[src/rtl/dsi_pkg.sv]
// Shared types for the DSI HS burst controller: FSM state encoding and lane limits.
package dsi_pkg;

  localparam int unsigned DSI_MAX_LANES = 4;

  typedef enum logic [3:0] {
    ST_IDLE,
    ST_CLK_GO,
    ST_CLK_PRE,
    ST_DL_GO,
    ST_SEND,
    ST_DL_TRAIL,
    ST_CLK_POST,
    ST_CLK_FIN,
    ST_CLK_HOLD
  } burst_state_t;

  // Byte count of a final beat; 0 or anything above the lane count means a full beat.
  function automatic logic [2:0] eff_bytes(input logic [2:0] bytes, input int unsigned lanes);
    if (bytes == 3'd0 || 32'(bytes) > lanes) return 3'(lanes);
    return bytes;
  endfunction

endpackage

[src/rtl/dsi_hs_burst_ctrl_if.sv]
// Byte-striped packet stream from the packet assembler into the burst controller.
interface dsi_hs_burst_ctrl_if #(parameter int unsigned LANES = 4);

  logic [8*LANES-1:0] in_data;
  logic               in_valid;
  logic               in_last;
  logic [2:0]         in_bytes;
  logic               in_ready;

  modport master (output in_data, in_valid, in_last, in_bytes, input in_ready);
  modport slave  (input in_data, in_valid, in_last, in_bytes, output in_ready);

endinterface

[src/rtl/dsi_timeout_cnt.sv]
// 8-bit load/countdown timer; 'expired' marks the last cycle of a loaded interval (0 acts as 1).
module dsi_timeout_cnt (
  input  logic       clk,
  input  logic       rst,
  input  logic       load,
  input  logic [7:0] load_val,
  input  logic       dec,
  output logic       expired
);

  logic [7:0] cnt_q, cnt_d;

  always_comb begin
    // NOTE: next-state defaults to the current value first, so no path leaves cnt_d unassigned (no latch).
    cnt_d = cnt_q;
    if (load)                         cnt_d = load_val;
    else if (dec && cnt_q != 8'd0)    cnt_d = cnt_q - 8'd1;
  end

  always_ff @(posedge clk or posedge rst) begin
    // NOTE: non-blocking assignments keep every flop sampling pre-edge values.
    if (rst) cnt_q <= 8'd0;
    else     cnt_q <= cnt_d;
  end

  assign expired = (cnt_q <= 8'd1);

endmodule

[src/rtl/dsi_hs_burst_ctrl.sv]
// HS burst sequencer: clock lane up, data lanes up, byte distribution, trail, clock post and LP gap.
module dsi_hs_burst_ctrl
  import dsi_pkg::*;
#(
  parameter int unsigned LANES = 4
) (
  input  logic               clk,
  input  logic               rst,
  dsi_hs_burst_ctrl_if.slave s_if,
  input  logic               clk_continuous,
  input  logic [7:0]         clk_pre_timeout,
  input  logic [7:0]         clk_post_timeout,
  input  logic [7:0]         lp_gap_timeout,
  output logic               clk_start_rqst,
  output logic               clk_fin_rqst,
  input  logic               clk_active,
  input  logic               clk_fin_ack,
  output logic [LANES-1:0]   dl_start_rqst,
  output logic [LANES-1:0]   dl_fin_rqst,
  output logic [8*LANES-1:0] dl_data,
  input  logic [LANES-1:0]   dl_data_rqst,
  input  logic [LANES-1:0]   dl_fin_ack,
  output logic               busy,
  output logic               underrun
);

  burst_state_t       state_q, state_d;
  logic               clk_start_rqst_q, clk_start_rqst_d;
  logic               clk_fin_rqst_q, clk_fin_rqst_d;
  logic [LANES-1:0]   dl_start_rqst_q, dl_start_rqst_d;
  logic [LANES-1:0]   dl_fin_rqst_q, dl_fin_rqst_d;
  logic [8*LANES-1:0] dl_data_q, dl_data_d;
  logic [LANES-1:0]   done_mask_q, done_mask_d;
  logic               busy_q, busy_d;
  logic               underrun_q, underrun_d;

  logic       pre_load, post_load, gap_load;
  logic       pre_expired, post_expired, gap_expired;
  logic       all_rqst;
  logic [2:0] n_bytes;

  assign all_rqst      = &dl_data_rqst;
  assign n_bytes       = eff_bytes(s_if.in_bytes, LANES);
  assign s_if.in_ready = (state_q == ST_SEND) && all_rqst;

  dsi_timeout_cnt u_pre_cnt (
    .clk(clk), .rst(rst), .load(pre_load), .load_val(clk_pre_timeout),
    .dec(state_q == ST_CLK_PRE), .expired(pre_expired)
  );

  dsi_timeout_cnt u_post_cnt (
    .clk(clk), .rst(rst), .load(post_load), .load_val(clk_post_timeout),
    .dec(state_q == ST_CLK_POST), .expired(post_expired)
  );

  dsi_timeout_cnt u_gap_cnt (
    .clk(clk), .rst(rst), .load(gap_load), .load_val(lp_gap_timeout),
    .dec(state_q == ST_IDLE), .expired(gap_expired)
  );

  always_comb begin
    state_d          = state_q;
    clk_start_rqst_d = 1'b0;
    clk_fin_rqst_d   = 1'b0;
    dl_start_rqst_d  = '0;
    dl_fin_rqst_d    = '0;
    dl_data_d        = dl_data_q;
    done_mask_d      = done_mask_q;
    underrun_d       = 1'b0;
    pre_load         = 1'b0;
    post_load        = 1'b0;
    gap_load         = 1'b0;

    unique case (state_q)
      ST_IDLE: begin
        if (s_if.in_valid && gap_expired) begin
          state_d          = ST_CLK_GO;
          clk_start_rqst_d = 1'b1;
        end
      end
      ST_CLK_GO: begin
        if (clk_active) begin
          state_d  = ST_CLK_PRE;
          pre_load = 1'b1;
        end
      end
      ST_CLK_PRE: begin
        if (pre_expired) begin
          state_d         = ST_DL_GO;
          dl_start_rqst_d = '1;
        end
      end
      ST_DL_GO: begin
        if (all_rqst) state_d = ST_SEND;
      end
      ST_SEND: begin
        if (all_rqst) begin
          if (s_if.in_valid) begin
            // Short final beat: upper lanes keep their previous byte and only see fin_rqst.
            for (int i = 0; i < int'(LANES); i++) begin
              if (!s_if.in_last || i < int'(n_bytes))
                dl_data_d[8*i +: 8] = s_if.in_data[8*i +: 8];
            end
            if (s_if.in_last) begin
              dl_fin_rqst_d = '1;
              done_mask_d   = '0;
              state_d       = ST_DL_TRAIL;
            end
          end else begin
            underrun_d = 1'b1;
            dl_data_d  = '0;
          end
        end
      end
      ST_DL_TRAIL: begin
        done_mask_d = done_mask_q | dl_fin_ack;
        if (&done_mask_d) begin
          state_d   = ST_CLK_POST;
          post_load = 1'b1;
        end
      end
      ST_CLK_POST: begin
        if (post_expired) begin
          if (clk_continuous) begin
            state_d = ST_CLK_HOLD;
          end else begin
            state_d        = ST_CLK_FIN;
            clk_fin_rqst_d = 1'b1;
          end
        end
      end
      ST_CLK_FIN: begin
        if (clk_fin_ack) begin
          state_d  = ST_IDLE;
          gap_load = 1'b1;
        end else begin
          clk_fin_rqst_d = 1'b1;
        end
      end
      ST_CLK_HOLD: begin
        if (s_if.in_valid) begin
          state_d  = ST_CLK_PRE;
          pre_load = 1'b1;
        end else if (!clk_continuous) begin
          state_d        = ST_CLK_FIN;
          clk_fin_rqst_d = 1'b1;
        end
      end
      default: state_d = ST_IDLE;
    endcase

    busy_d = !(state_d inside {ST_IDLE, ST_CLK_HOLD});
  end

  always_ff @(posedge clk or posedge rst) begin
    if (rst) begin
      state_q          <= ST_IDLE;
      clk_start_rqst_q <= 1'b0;
      clk_fin_rqst_q   <= 1'b0;
      dl_start_rqst_q  <= '0;
      dl_fin_rqst_q    <= '0;
      dl_data_q        <= '0;
      done_mask_q      <= '0;
      busy_q           <= 1'b0;
      underrun_q       <= 1'b0;
    end else begin
      state_q          <= state_d;
      clk_start_rqst_q <= clk_start_rqst_d;
      clk_fin_rqst_q   <= clk_fin_rqst_d;
      dl_start_rqst_q  <= dl_start_rqst_d;
      dl_fin_rqst_q    <= dl_fin_rqst_d;
      dl_data_q        <= dl_data_d;
      done_mask_q      <= done_mask_d;
      busy_q           <= busy_d;
      underrun_q       <= underrun_d;
    end
  end

  assign clk_start_rqst = clk_start_rqst_q;
  assign clk_fin_rqst   = clk_fin_rqst_q;
  assign dl_start_rqst  = dl_start_rqst_q;
  assign dl_fin_rqst    = dl_fin_rqst_q;
  assign dl_data        = dl_data_q;
  assign busy           = busy_q;
  assign underrun       = underrun_q;

endmodule

[src/flat_wrapper.sv]
// flat-port wrapper written by rule: the top's interface ports become plain ports
module dsi_hs_burst_ctrl_flat import dsi_pkg::*;
#(
  parameter int unsigned LANES = 4
)
  (clk, rst, clk_continuous, clk_pre_timeout, clk_post_timeout, lp_gap_timeout, clk_start_rqst, clk_fin_rqst, clk_active, clk_fin_ack, dl_start_rqst, dl_fin_rqst, dl_data, dl_data_rqst, dl_fin_ack, busy, underrun, s_if_in_data, s_if_in_valid, s_if_in_last, s_if_in_bytes, s_if_in_ready);
  dsi_hs_burst_ctrl_if #(.LANES(LANES)) s_if_i ();
  input  logic clk;
  input  logic rst;
  input  logic clk_continuous;
  input  logic [7:0] clk_pre_timeout;
  input  logic [7:0] clk_post_timeout;
  input  logic [7:0] lp_gap_timeout;
  output logic clk_start_rqst;
  output logic clk_fin_rqst;
  input  logic clk_active;
  input  logic clk_fin_ack;
  output logic [LANES-1:0] dl_start_rqst;
  output logic [LANES-1:0] dl_fin_rqst;
  output logic [8*LANES-1:0] dl_data;
  input  logic [LANES-1:0] dl_data_rqst;
  input  logic [LANES-1:0] dl_fin_ack;
  output logic busy;
  output logic underrun;
  input wire logic [$bits(s_if_i.in_data)-1:0] s_if_in_data;
  input wire logic [$bits(s_if_i.in_valid)-1:0] s_if_in_valid;
  input wire logic [$bits(s_if_i.in_last)-1:0] s_if_in_last;
  input wire logic [$bits(s_if_i.in_bytes)-1:0] s_if_in_bytes;
  output wire logic [$bits(s_if_i.in_ready)-1:0] s_if_in_ready;
  assign s_if_i.in_data = s_if_in_data;
  assign s_if_i.in_valid = s_if_in_valid;
  assign s_if_i.in_last = s_if_in_last;
  assign s_if_i.in_bytes = s_if_in_bytes;
  assign s_if_in_ready = s_if_i.in_ready;
  dsi_hs_burst_ctrl #(.LANES(LANES)) u_core (.clk(clk), .rst(rst), .s_if(s_if_i), .clk_continuous(clk_continuous), .clk_pre_timeout(clk_pre_timeout), .clk_post_timeout(clk_post_timeout), .lp_gap_timeout(lp_gap_timeout), .clk_start_rqst(clk_start_rqst), .clk_fin_rqst(clk_fin_rqst), .clk_active(clk_active), .clk_fin_ack(clk_fin_ack), .dl_start_rqst(dl_start_rqst), .dl_fin_rqst(dl_fin_rqst), .dl_data(dl_data), .dl_data_rqst(dl_data_rqst), .dl_fin_ack(dl_fin_ack), .busy(busy), .underrun(underrun));
endmodule
[config.mk]
export PLATFORM = sky130hd
export DESIGN_NAME = dsi_hs_burst_ctrl_flat
export DESIGN_NICKNAME = d
export VERILOG_FILES = /design/src/rtl/dsi_pkg.sv /design/src/rtl/dsi_hs_burst_ctrl_if.sv /design/src/rtl/dsi_timeout_cnt.sv /design/src/rtl/dsi_hs_burst_ctrl.sv /design/src/flat_wrapper.sv
export SDC_FILE = /design/constraint.sdc
export NUM_CORES = 1
export LEC_CHECK = 0
export CAP_MARGIN = 30
export CORE_AREA = 8 8 94 104
export DETAILED_ROUTE_END_ITERATION = 16
export DIE_AREA = 0 0 102 112
export GPL_TIMING_DRIVEN = 0
export PLACE_DENSITY = 0.9
export SLEW_MARGIN = 10
export SYNTH_ARGS = -nofsm -noshare
export SYNTH_HDL_FRONTEND = slang
export SYNTH_SLANG_ARGS = --single-unit
export TNS_END_PERCENT = 5
[constraint.sdc]
create_clock -name clk -period 3.1 [get_ports clk]
set_clock_uncertainty 0.15 [all_clocks]
set_input_delay 0.465 -clock clk [delete_from_list [all_inputs] [get_ports clk]]
set_output_delay 0.465 -clock clk [all_outputs]
set_load 0.005 [all_outputs]
* Word level (Yosys, flattened, before mapping) *
Index checks and enable logic that the tools add are counted.

word-level totals
  output and inout port bits = 45
  word-level logic and storage cells = 128
  flip-flop bits (word level) = 76
  input bits = 74

cells by class
  $lt $le $gt $ge = 8
  mux-type cells = 55
  $add $sub $neg = 3
  bitwise logic cells = 1
  reduce and logical (&&, ||, !) cells = 30
  equality and inequality tests = 16

operator list
  cell                                                             number
  two-way mux 4 bit                                                22
  two-way mux 8 bit                                                10
  case mux 4 bit (9 select lines)                                  1
  two-way mux 32 bit                                               1
  less-or-equal comparator 8 x 1 -> 1 bit (second input constant)  3
  AND reduction 6 bit                                              4
  nonzero test 8 bit                                               3
  subtractor 8 x 1 -> 8 bit (second input constant)                3
  equality test 4 x 3 -> 1 bit (second input constant)             4
  two-way mux 1 bit                                                16
  AND reduction 4 bit                                              3
  != test 2 x 1 -> 1 bit (second input constant)                   5
  nonzero test 2 bit                                               5
  equality test 4 x 2 -> 1 bit (second input constant)             2
  equality test 4 bit (second input constant)                      2
  zero test 4 bit                                                  2
  case mux 4 bit (2 select lines)                                  1
  less-than comparator 1 x 3 -> 1 bit (first input constant)       2
  less-than comparator 2 x 3 -> 1 bit (first input constant)       2
  two-way mux 3 bit                                                2
  logical AND 1 bit                                                5
  logical OR 1 bit                                                 5
  equality test 4 x 1 -> 1 bit (second input constant)             1
  != test 2 bit (second input constant)                            2
  6 further kinds                                                  7

* Depth between registers and ports, before layout *
Gate-level depths: netlist (run 1).

  depth after elaboration = 8
  mapped depth = 8
  gate-level depth less buffers = 7

* Cells and area by module *
A second synthesis (run 1) with hierarchy kept.

unflattened totals
  cells, all modules = 439
  area total of the unflattened synthesis = 3917.5 µm²

by module, submodules not included
  module             area an instance (µm²)  times used  cells each
  dsi_hs_burst_ctrl  2172.1                  1           241
  dsi_timeout_cnt    581.8                   3           66

* Least setup slack after synthesis (run 1) *
Ideal clock, no wire load.

  path type = input to register
  start = input s_if_in_bytes[1]
  end = register u_core.dl_data_q[0], in the netlist u_core.dl_data[0]
  slack = 0.907 ns
  stages on the path = 6
  data arrival time = 1.919 ns
  setup time = 0.124 ns
  path through = or2_2 ha_1 nor2b_1 o31ai_1 buf_2 o21ai_1

between the ends
  word-level cells in the longest chain between the ends = 8
  elaborated cells on any way between the ends = 9

RTL lines
  what                                                                     RTL line                  source
  from (decl)                                                              flat_wrapper.sv:28        input wire logic [$bits(s_if_i.in_bytes)-1:0] s_if_in_bytes;
  greater-than comparator 3 bit / zero test 3 bit (equally long branches)  dsi_pkg.sv:20             if (bytes == 3'd0 || 32'(bytes) > lanes) return 3'(lanes);
  logical OR 1 bit                                                         dsi_pkg.sv:20
  two-way mux 1 bit                                                        dsi_pkg.sv:20
  two-way mux 3 bit (*)                                                    dsi_pkg.sv:21             return bytes;
  less-than comparator 1 x 3 -> 1 bit (*)                                  dsi_hs_burst_ctrl.sv:101  if (!s_if.in_last || i < int'(n_bytes))
  logical OR 1 bit (*)                                                     dsi_hs_burst_ctrl.sv:101
  != test 2 x 1 -> 1 bit (no source line) (*)                              n/a
  AND reduction 6 bit (no source line) (*)                                 n/a
  to (signal assigned)                                                     dsi_hs_burst_ctrl.sv:172  dl_data_q <= dl_data_d;
  to (decl)                                                                dsi_hs_burst_ctrl.sv:32   logic [8*LANES-1:0] dl_data_q, dl_data_d;

Every way passes the cells marked *; elsewhere a longest branch is shown, timed or not.
A chain may end at the register's enable or synchronous reset.

* Worst setup path in the final report (run 1) *
  start = input dl_data_rqst[1]
  end = output s_if_in_ready

between the ends
  word-level cells in the longest chain between the ends = 2

RTL lines
  what                 RTL line                 source
  from (decl)          flat_wrapper.sv:21       input logic [LANES-1:0] dl_data_rqst;
  AND reduction 4 bit  dsi_hs_burst_ctrl.sv:42  assign all_rqst = &dl_data_rqst;
  logical AND 1 bit    dsi_hs_burst_ctrl.sv:44  assign s_if.in_ready = (state_q == ST_SEND) && all_rqst;
  to (decl)            flat_wrapper.sv:29       output wire logic [$bits(s_if_i.in_ready)-1:0] s_if_in_ready;

No other way between the ends.

==> qor.yml, run 1 <==
power:
  clkPwrFrac_pct: 21.3
  internal-power_mw: 2.29
  cellPowerDensity_nw_per_um2: 669
  leakagePower_nw: 2.11
  switching_share_pct: 33.5
  ir_drop_uv: 376
  p_comb_share_pct: 35.9
  seqPwrFrac_pct: 42.8
  switchingPower_mw: 1.15
global_route:
  grt_max_degree: 43
  grt_pass1_vias: 3390
  antenna_found_initial: 0
  grt_pass1_wl_um: 15400
  gr-total-overflow: 0
  grt_usage_pct: 16.7
synth:
  ys_types: 53
  synth_area_um2: 3600
  syn_nets: 474
  yosysWarnings: 0
  synthFlopType: "dfrtp_1"
  synth.yosys.seq_area_share_pct: 48.7
  synth_common_cells: "nand2_1, dfrtp_1, nor2_1"
  synth_edf_count: 0
  synth_async_sr_flop_share_pct: 100
  netlist_instances: 393
  synth.most_common_cell: "nand2_1"
  synth_top_cell_by_area: "dfrtp_1"
  synth.avg_cell_area_um2: 9.15
  yosysTopAreaCellShare_pct: 48.7
  synth_seq_cells: 70
  synth.area.top_cells: "dfrtp_1, nand2_1, o21ai_1, nor2_1, xnor2_1"
cts:
  cts_resized: 0
  ctsHoldBuffers: 0
  postCtsSetupBuffers: 0
  clk_transition_reported_paths_ns: 0.08
  ctsLongestPathBuffers: 2
  cts_buffers: 9
  htreeDepth: 3
  clock-sinks: 70
  clockRootBuffer: "clkbuf_8"
  clkLatencyLatePin_ns: 0.33
  cts_tree: "built"
critical_path:
  r2r-start: "u_core.state_q[0]$_DFF_PP0_"
  worst-path-max-fanout: 5
  crit_top_cell: "clkdlybuf4s50_1"
  reg2reg_slack_ns: 0.87
  r2r_cells: 7
  r2r-end: "u_core.u_post_cnt.cnt_q[5]$_DFFE_PP0P_"
  crit_path_start_kind: "input pin"
  cp-end-kind: "output port"
  cp_slowest_stage_delay_ns: 0.59
  critPathLaunch: "dl_data_rqst[1]"
  critical_path_arrival_ns: 2.11
  endpoint: "s_if_in_ready"
  path_cells: "clkdlybuf4s50_1 > nand4_1 > nor3_2 > clkdlybuf4s50_1"
  criticalPathCategory: "input pin to output port"
  worst_ep_required_time_ns: 2.48
  critPathSlowestCell: "clkdlybuf4s50_1"
die:
  die_y_um: 112
  dieArea_um2: 11400
  std_cell_rows: 35
  io_pins: 119
  coreArea_um2: 8150
  initial_core_util_pct: 44.1
  die_w_um: 102
sta:
  tightest_slew_ns: 0.778
  fin_crit_sh_pct: 88.0
  fmax_mhz: 367
  rsz0062_at_grt: "no"
  report.final.hold_viol_count: 0
  relSlewSlack_pct: 47.7
  setup_violations: 0
  fin_setup_tns_ns: 0
  finalMaxSlewViolations: 0
  period_needed_ns: 2.73
drt:
  drc: 0
  wl_per_cell_um: 14.9
  vias_per_cell: 5.13
  via_count: 3280
  firstDrtPassIters: 4
  ant_nets: 0
  wl_um: 9550
  drt_iter0_markers: 159
cells_and_area:
  multi_input_area_um2: 1660
  final_util_pct: 63.1
  layout-drive-gt1-share_pct: 7.95
  n_fill_cell: 710
  nNetsFinal: 604
  antenna_cells: 0
  regArea_um2: 1750
  finalNonFillerCells: 639
  syn_to_final_growth_pct: 42.8
place:
  dp_hpwl_um: 7600
  dp_cells: 623
  io_buffers: 118
  gp_congestion: 0.946
flow_run:
  cap_violations: 0
worst_hold_path:
  worstHoldPathType: "input pin to async pin"
status:
  status: "finished clean"
[cell usage in the layout (no fill, tap or decap), drive strengths merged, types with 2 or more instances in the layout]
master,instances
clkdlybuf4s50,118
nand2,74
dfrtp,70
nor2,35
o21ai,34
a21oi,21
inv,21
clkbuf,21
xnor2,13
buf,11
nor3,10
mux2i,8
nor4,7
ha,7
or3,7
nand3,6
xor2,6
nor2b,5
or4,5
nand2b,4
a31oi,4
clkinvlp,4
nand4,3
mux2,3
nor3b,3
and3,2
o22ai,2
o2111a,2
or2,2
o31ai,2
a211oi,2
nor4b,2
a2111oi,2
[per-stage QoR]
step	worst slack (ns)	power, mW	cell area (µm²)	hold slack [ns]
2_1_floorplan	0.717	2.14	3600	0.313
3_3_place_gp	-0.437	2.65	4920	0.319
3_5_place_dp	0.202	2.73	4940	0.325
4_1_cts	0.349	3.47	5140	0.307
5_1_grt	0.262	3.67	5140	0.328
6_report	0.373	3.44	5140	0.309
[worst max-delay path: cells and delay by family]
| family | cells | cell delay, ns |
|---|---|---|
| buffers and inverters | 2 | 1.07 |
| AND/OR/NAND/NOR | 2 | 0.58 |
[sequential cells by signal, indices dropped and copies added, names as in the netlist]
signal	flops
u_core.u_pre_cnt.cnt_q	8
u_core.dl_start_rqst	1
u_core.done_mask_q	4
u_core.busy	1
u_core.u_post_cnt.cnt_q	8
u_core.u_gap_cnt.cnt_q	8
u_core.underrun	1
u_core.state_q	4
u_core.clk_start_rqst	1
u_core.dl_data	32
u_core.dl_fin_rqst	1
u_core.clk_fin_rqst	1
[cells by family (layout without fill, tap and decap cells)]
group	Yosys count	in the layout	synth area share, %
flip-flops	70	70	48.7
buffers and inverters	42	177	5.15
multiplexers	11	11	3.17
AO/OA/AOI/OAI	75	75	12.4
adder cells (fa/ha/maj)	7	7	2.44
AND/OR/NAND/NOR	169	169	23.5
XOR/XNOR	19	19	4.63
[per-layer routing]
| layer | share of wire [%] | track usage [%] | wire length [µm] |
|---|---|---|---|
| met1 | 38 | 18.1 | 3650 |
| met2 | 51 | 28.7 | 4880 |
| met3 | 7.6 | 5.31 | 729 |
| met4 | 3.0 | 7.55 | 287 |
| met5 | 0 | 0 | 0 |
[final cells by class]
type	instances	share of cell area [%]
tap	111	2.70
sequential	70	34.1
clock buffer	9	2.41
inverter	20	1.51
timing repair buffer	119	23.4
buffer	22	2.14
clock inverter	7	1.44
multi-input combinational	281	32.3
[worst min path at each step]
| stage | startpoint | to | slack, ns | depth (start not counted) |
|---|---|---|---|---|
| CTS | rst | u_core.dl_data[6]$_DFFE_PP0P_ | 0.31 | 2 |
| detailed placement | u_core.dl_data[5]$_DFFE_PP0P_ | u_core.dl_data[5]$_DFFE_PP0P_ | 0.33 | 2 |
| global route | rst | u_core.dl_data[5]$_DFFE_PP0P_ | 0.33 | 2 |
| floorplan | u_core.done_mask_q[2]$_DFFE_PP0P_ | u_core.done_mask_q[2]$_DFFE_PP0P_ | 0.31 | 2 |
| finish | rst | u_core.dl_data[5]$_DFFE_PP0P_ | 0.31 | 2 |
| global placement | u_core.dl_data[26]$_DFFE_PP0P_ | u_core.dl_data[26]$_DFFE_PP0P_ | 0.32 | 2 |
[power groups by stage]
stage | logic, mW | registers (mW) | clock network, mW
floorplan | 0.691 | 1.45 | 0
global placement | 1.18 | 1.47 | 0
detailed placement | 1.24 | 1.48 | 0
CTS | 1.25 | 1.47 | 0.752
global route | 1.38 | 1.51 | 0.785
finish | 1.23 | 1.47 | 0.732
(Power assumes the default switching activity.)
==> run 2: changes to the inputs <==
- SKIP_CTS_REPAIR_TIMING: not set -> 1
==> results of run 2 <==
Same layout as run 1: the final DEF is identical, and so are final timing and power.
==> run 3: changes to the inputs <==
- CORE_AREA: 8 8 94 104 -> 8 8 97 107
- CTS_CLUSTER_DIAMETER: not set -> 50
- DIE_AREA: 0 0 102 112 -> 0 0 105 115
- PLACE_DENSITY: 0.9 -> 0.89
- SYNTH_HIERARCHICAL: not set -> 1
==> run 3 against run 2 <==
Effect of this change:
- die area is 5.7% higher
- synthesized area is 8.9% higher
- worst setup slack worse by 0.12 ns
- combinational power is 5% higher
- cell area is 7.0% higher
- fmax is 4.0% lower
- via count is 19% higher
- power is 1.6% higher
- wire length is 21% higher
- critical path depth is 5 higher
- critical path type is now input pin to flop
==> qor.yml, run 3 <==
status:
  status: "finished clean"
critical_path:
  cp.buffers_inverters: 3
  cp-end-kind: "flop"
  worst_ep_required_time_ns: 3.14
  critical_path_arrival_ns: 2.89
  cp_slowest_stage_delay_ns: 0.51
  crit_path_start_kind: "input pin"
  path_cells: "clkdlybuf4s50_1 > clkbuf_1 > nand2_1 > o22a_1 > nor3_1 > clkbuf_1 > nor2_1 > o211ai_1 > o311ai_1"
  crit_top_cell: "clkbuf_1"
  critPathSlowestCell: "clkdlybuf4s50_1"
  crit_family: "buffers and inverters"
  criticalPathCategory: "input pin to flop"
  worst-path-max-fanout: 10
drt:
  wl_met3_um: 846
  highest_layer: "met4"
  ant_nets: 0
  drc: 0
  wl_um: 11500
  firstDrtPassIters: 4
  vias_per_cell: 5.68
  drt_iter0_markers: 210
  wl_per_cell_um: 16.7
  met1_length_um: 4910
  dr_wl_met2_um: 5580
  via_count: 3915
sta:
  rsz0062_at_grt: "no"
  report.final.hold_viol_count: 0
  fmax_mhz: 352
  finalMaxSlewViolations: 0
  period_needed_ns: 2.84
  holdWs_ns: 0.331
  tightest_slew_ns: 0.901
  setup_violations: 0
  fin_crit_sh_pct: 91.7
  relSlewSlack_pct: 39.3
  fin_setup_tns_ns: 0
cts:
  clkLatencyLatePin_ns: 0.34
  htreeDepth: 3
  clockRootBuffer: "clkbuf_8"
  clk_transition_reported_paths_ns: 0.07
  cts_tree: "built"
  cts_buffers: 9
  ctsLongestPathBuffers: 2
  clock-sinks: 70
die:
  dieArea_um2: 12100
  die_y_um: 115
  std_cell_rows: 36
  coreArea_um2: 8650
  die_w_um: 105
  initial_core_util_pct: 45.3
  io_pins: 119
synth:
  synth_top_cell_by_area: "dfrtp_1"
  yosysWarnings: 6
  synth_area_um2: 3920
  synth-simple-area-share_pct: 27.1
  synth_compound_area_share_pct: 20.1
  synth_top_family_by_area: "simple AND/OR/NAND/NOR gates"
  yosysTopAreaCellShare_pct: 44.7
  synth.avg_cell_area_um2: 8.92
  synth_seq_cells: 70
  syn_nets: 523
  ys_types: 51
  synth_fa_ha_area_share_pct: 3.19
  synth_edf_count: 0
  synthFlopType: "dfrtp_1"
  synthXorXnorAreaFrac_pct: 0
  synth_async_sr_flop_share_pct: 100
  synth.most_common_cell: "nand2_1"
  synth.area.top_cells: "dfrtp_1, nand2_1, o211ai_1, o21ai_0, ha_1"
  synthMuxAreaShare_pct: 0
  synth.yosys.seq_area_share_pct: 44.7
  synth_common_cells: "nand2_1, dfrtp_1, o21ai_0"
  netlist_instances: 439
cells_and_area:
  layout-drive-gt1-share_pct: 8.52
  final_util_pct: 63.5
  final_common_cell: "clkdlybuf4s50_1"
  largest_register_ffs: 32
  syn_to_final_growth_pct: 40.3
  nNetsFinal: 654
  final_cell_mix: "clkdlybuf4s50_1, nand2_1, dfrtp_1, o21ai_0, nor2_1"
  antenna_cells: 0
  n_fill_cell: 724
power:
  ir_drop_uv: 288
  leakagePower_nw: 2.20
  seqPwrFrac_pct: 40.2
  cellPowerDensity_nw_per_um2: 636
  power_mw: 3.49
  clkPwrFrac_pct: 22.9
  switching_share_pct: 36.0
  switchingPower_mw: 1.26
  internal-power_mw: 2.24
  p_comb_share_pct: 36.9
global_route:
  grt_max_degree: 25
  grt_pass1_wl_um: 18400
  gr-total-overflow: 0
  grt_usage_pct: 18.7
  grt_pass1_vias: 3643
  antenna_found_initial: 0
place:
  io_buffers: 118
  dp_hpwl_um: 8920
  gp_congestion: 0.863
flow_run:
  cap_violations: 0
worst_hold_path:
  worstHoldPathType: "flop to flop"
-- run 3: cell types whose count changed in the layout (fill, tap and decap cells not counted), sizes merged, moves of 6 or more --
| cell | before | now |
|---|---|---|
| nand2 | 74 | 99 |
| o211ai | 0 | 21 |
| xnor2 | 13 | 0 |
| nor2 | 35 | 24 |
| a21oi | 21 | 12 |
| mux2i | 8 | 0 |
| a2111o | 0 | 6 |
| inv | 21 | 15 |
| or3b | 1 | 7 |
| xor2 | 6 | 0 |
-- run 3: logic make-up after synthesis --
logic type,count (synthesis)
compound gates,113
fa+ha+maj,10
buf+inv,43
flops,70
simple gates,203
-- run 3: power by group through the flow --
| stage | sequential (mW) | combinational, mW | clock, mW |
|---|---|---|---|
| finish | 1.40 | 1.29 | 0.801 |
| floorplan | 1.35 | 0.880 | 0 |
| global route | 1.44 | 1.42 | 0.861 |
| detailed placement | 1.41 | 1.26 | 0 |
| global placement | 1.39 | 1.20 | 0 |
| CTS | 1.39 | 1.27 | 0.822 |
-- run 3: final cells by class --
| type | count | area [µm²] | share of cell area (%) |
|---|---|---|---|
| flip-flops and latches | 70 | 1750 | 31.9 |
| repair buffers | 120 | 1210 | 22.1 |
| multi-input cells | 326 | 1980 | 36.0 |
| inverters | 17 | 63.8 | 1.16 |
| plain buffers | 26 | 131 | 2.39 |
| clock buffers | 12 | 145 | 2.64 |
| clock inverters | 4 | 70.1 | 1.28 |
| well taps | 114 | 143 | 2.60 |
-- run 3: final timing paths --
check                      depth (start not counted)  slack (ns)                                      to                           start
min                                                2        0.33          u_core/dl_data[14]$_DFFE_PP0P_  u_core/dl_data[14]$_DFFE_PP0P_
max reg2reg                                        5        0.29  u_core/u_post_cnt/cnt_q[7]$_DFFE_PP0P_     u_core/state_q[3]$_DFF_PP0_
max in group asynchronous                          3        1.85           u_core/dl_data[3]$_DFFE_PP0P_                             rst
min reg2reg                                        2        0.33          u_core/dl_data[14]$_DFFE_PP0P_  u_core/dl_data[14]$_DFFE_PP0P_
max                                                9        0.26   u_core/u_pre_cnt/cnt_q[1]$_DFFE_PP0P_                   s_if_in_valid
min in group asynchronous                          2        0.36  u_core/u_post_cnt/cnt_q[7]$_DFFE_PP0P_                             rst
-- run 3: worst reg2reg max path: stages (launching register included) --
cell and delay (ns):
dfrtp_1 0.46, nand2b_1 0.22, nor4_1 0.80, clkinv_1 0.54, o311a_1 0.27, a221o_1 0.27
-- run 3: stage by stage --
step	area, µm²	setup WS (ns)	cells
after CTS	5480	0.0963	688
final	5500	0.258	689
after global placement	5240	-0.127	671
after global routing	5500	0.0853	689
after floorplan	3920	0.521	439
after detailed placement	5270	-0.162	672
-- run 3: metal layers --
layer  up-vias  track usage [%]
li1       1865                -
met1      1870             22.8
met2       165             31.1
met3        15             5.44
met4         0             6.00
met5         -                0
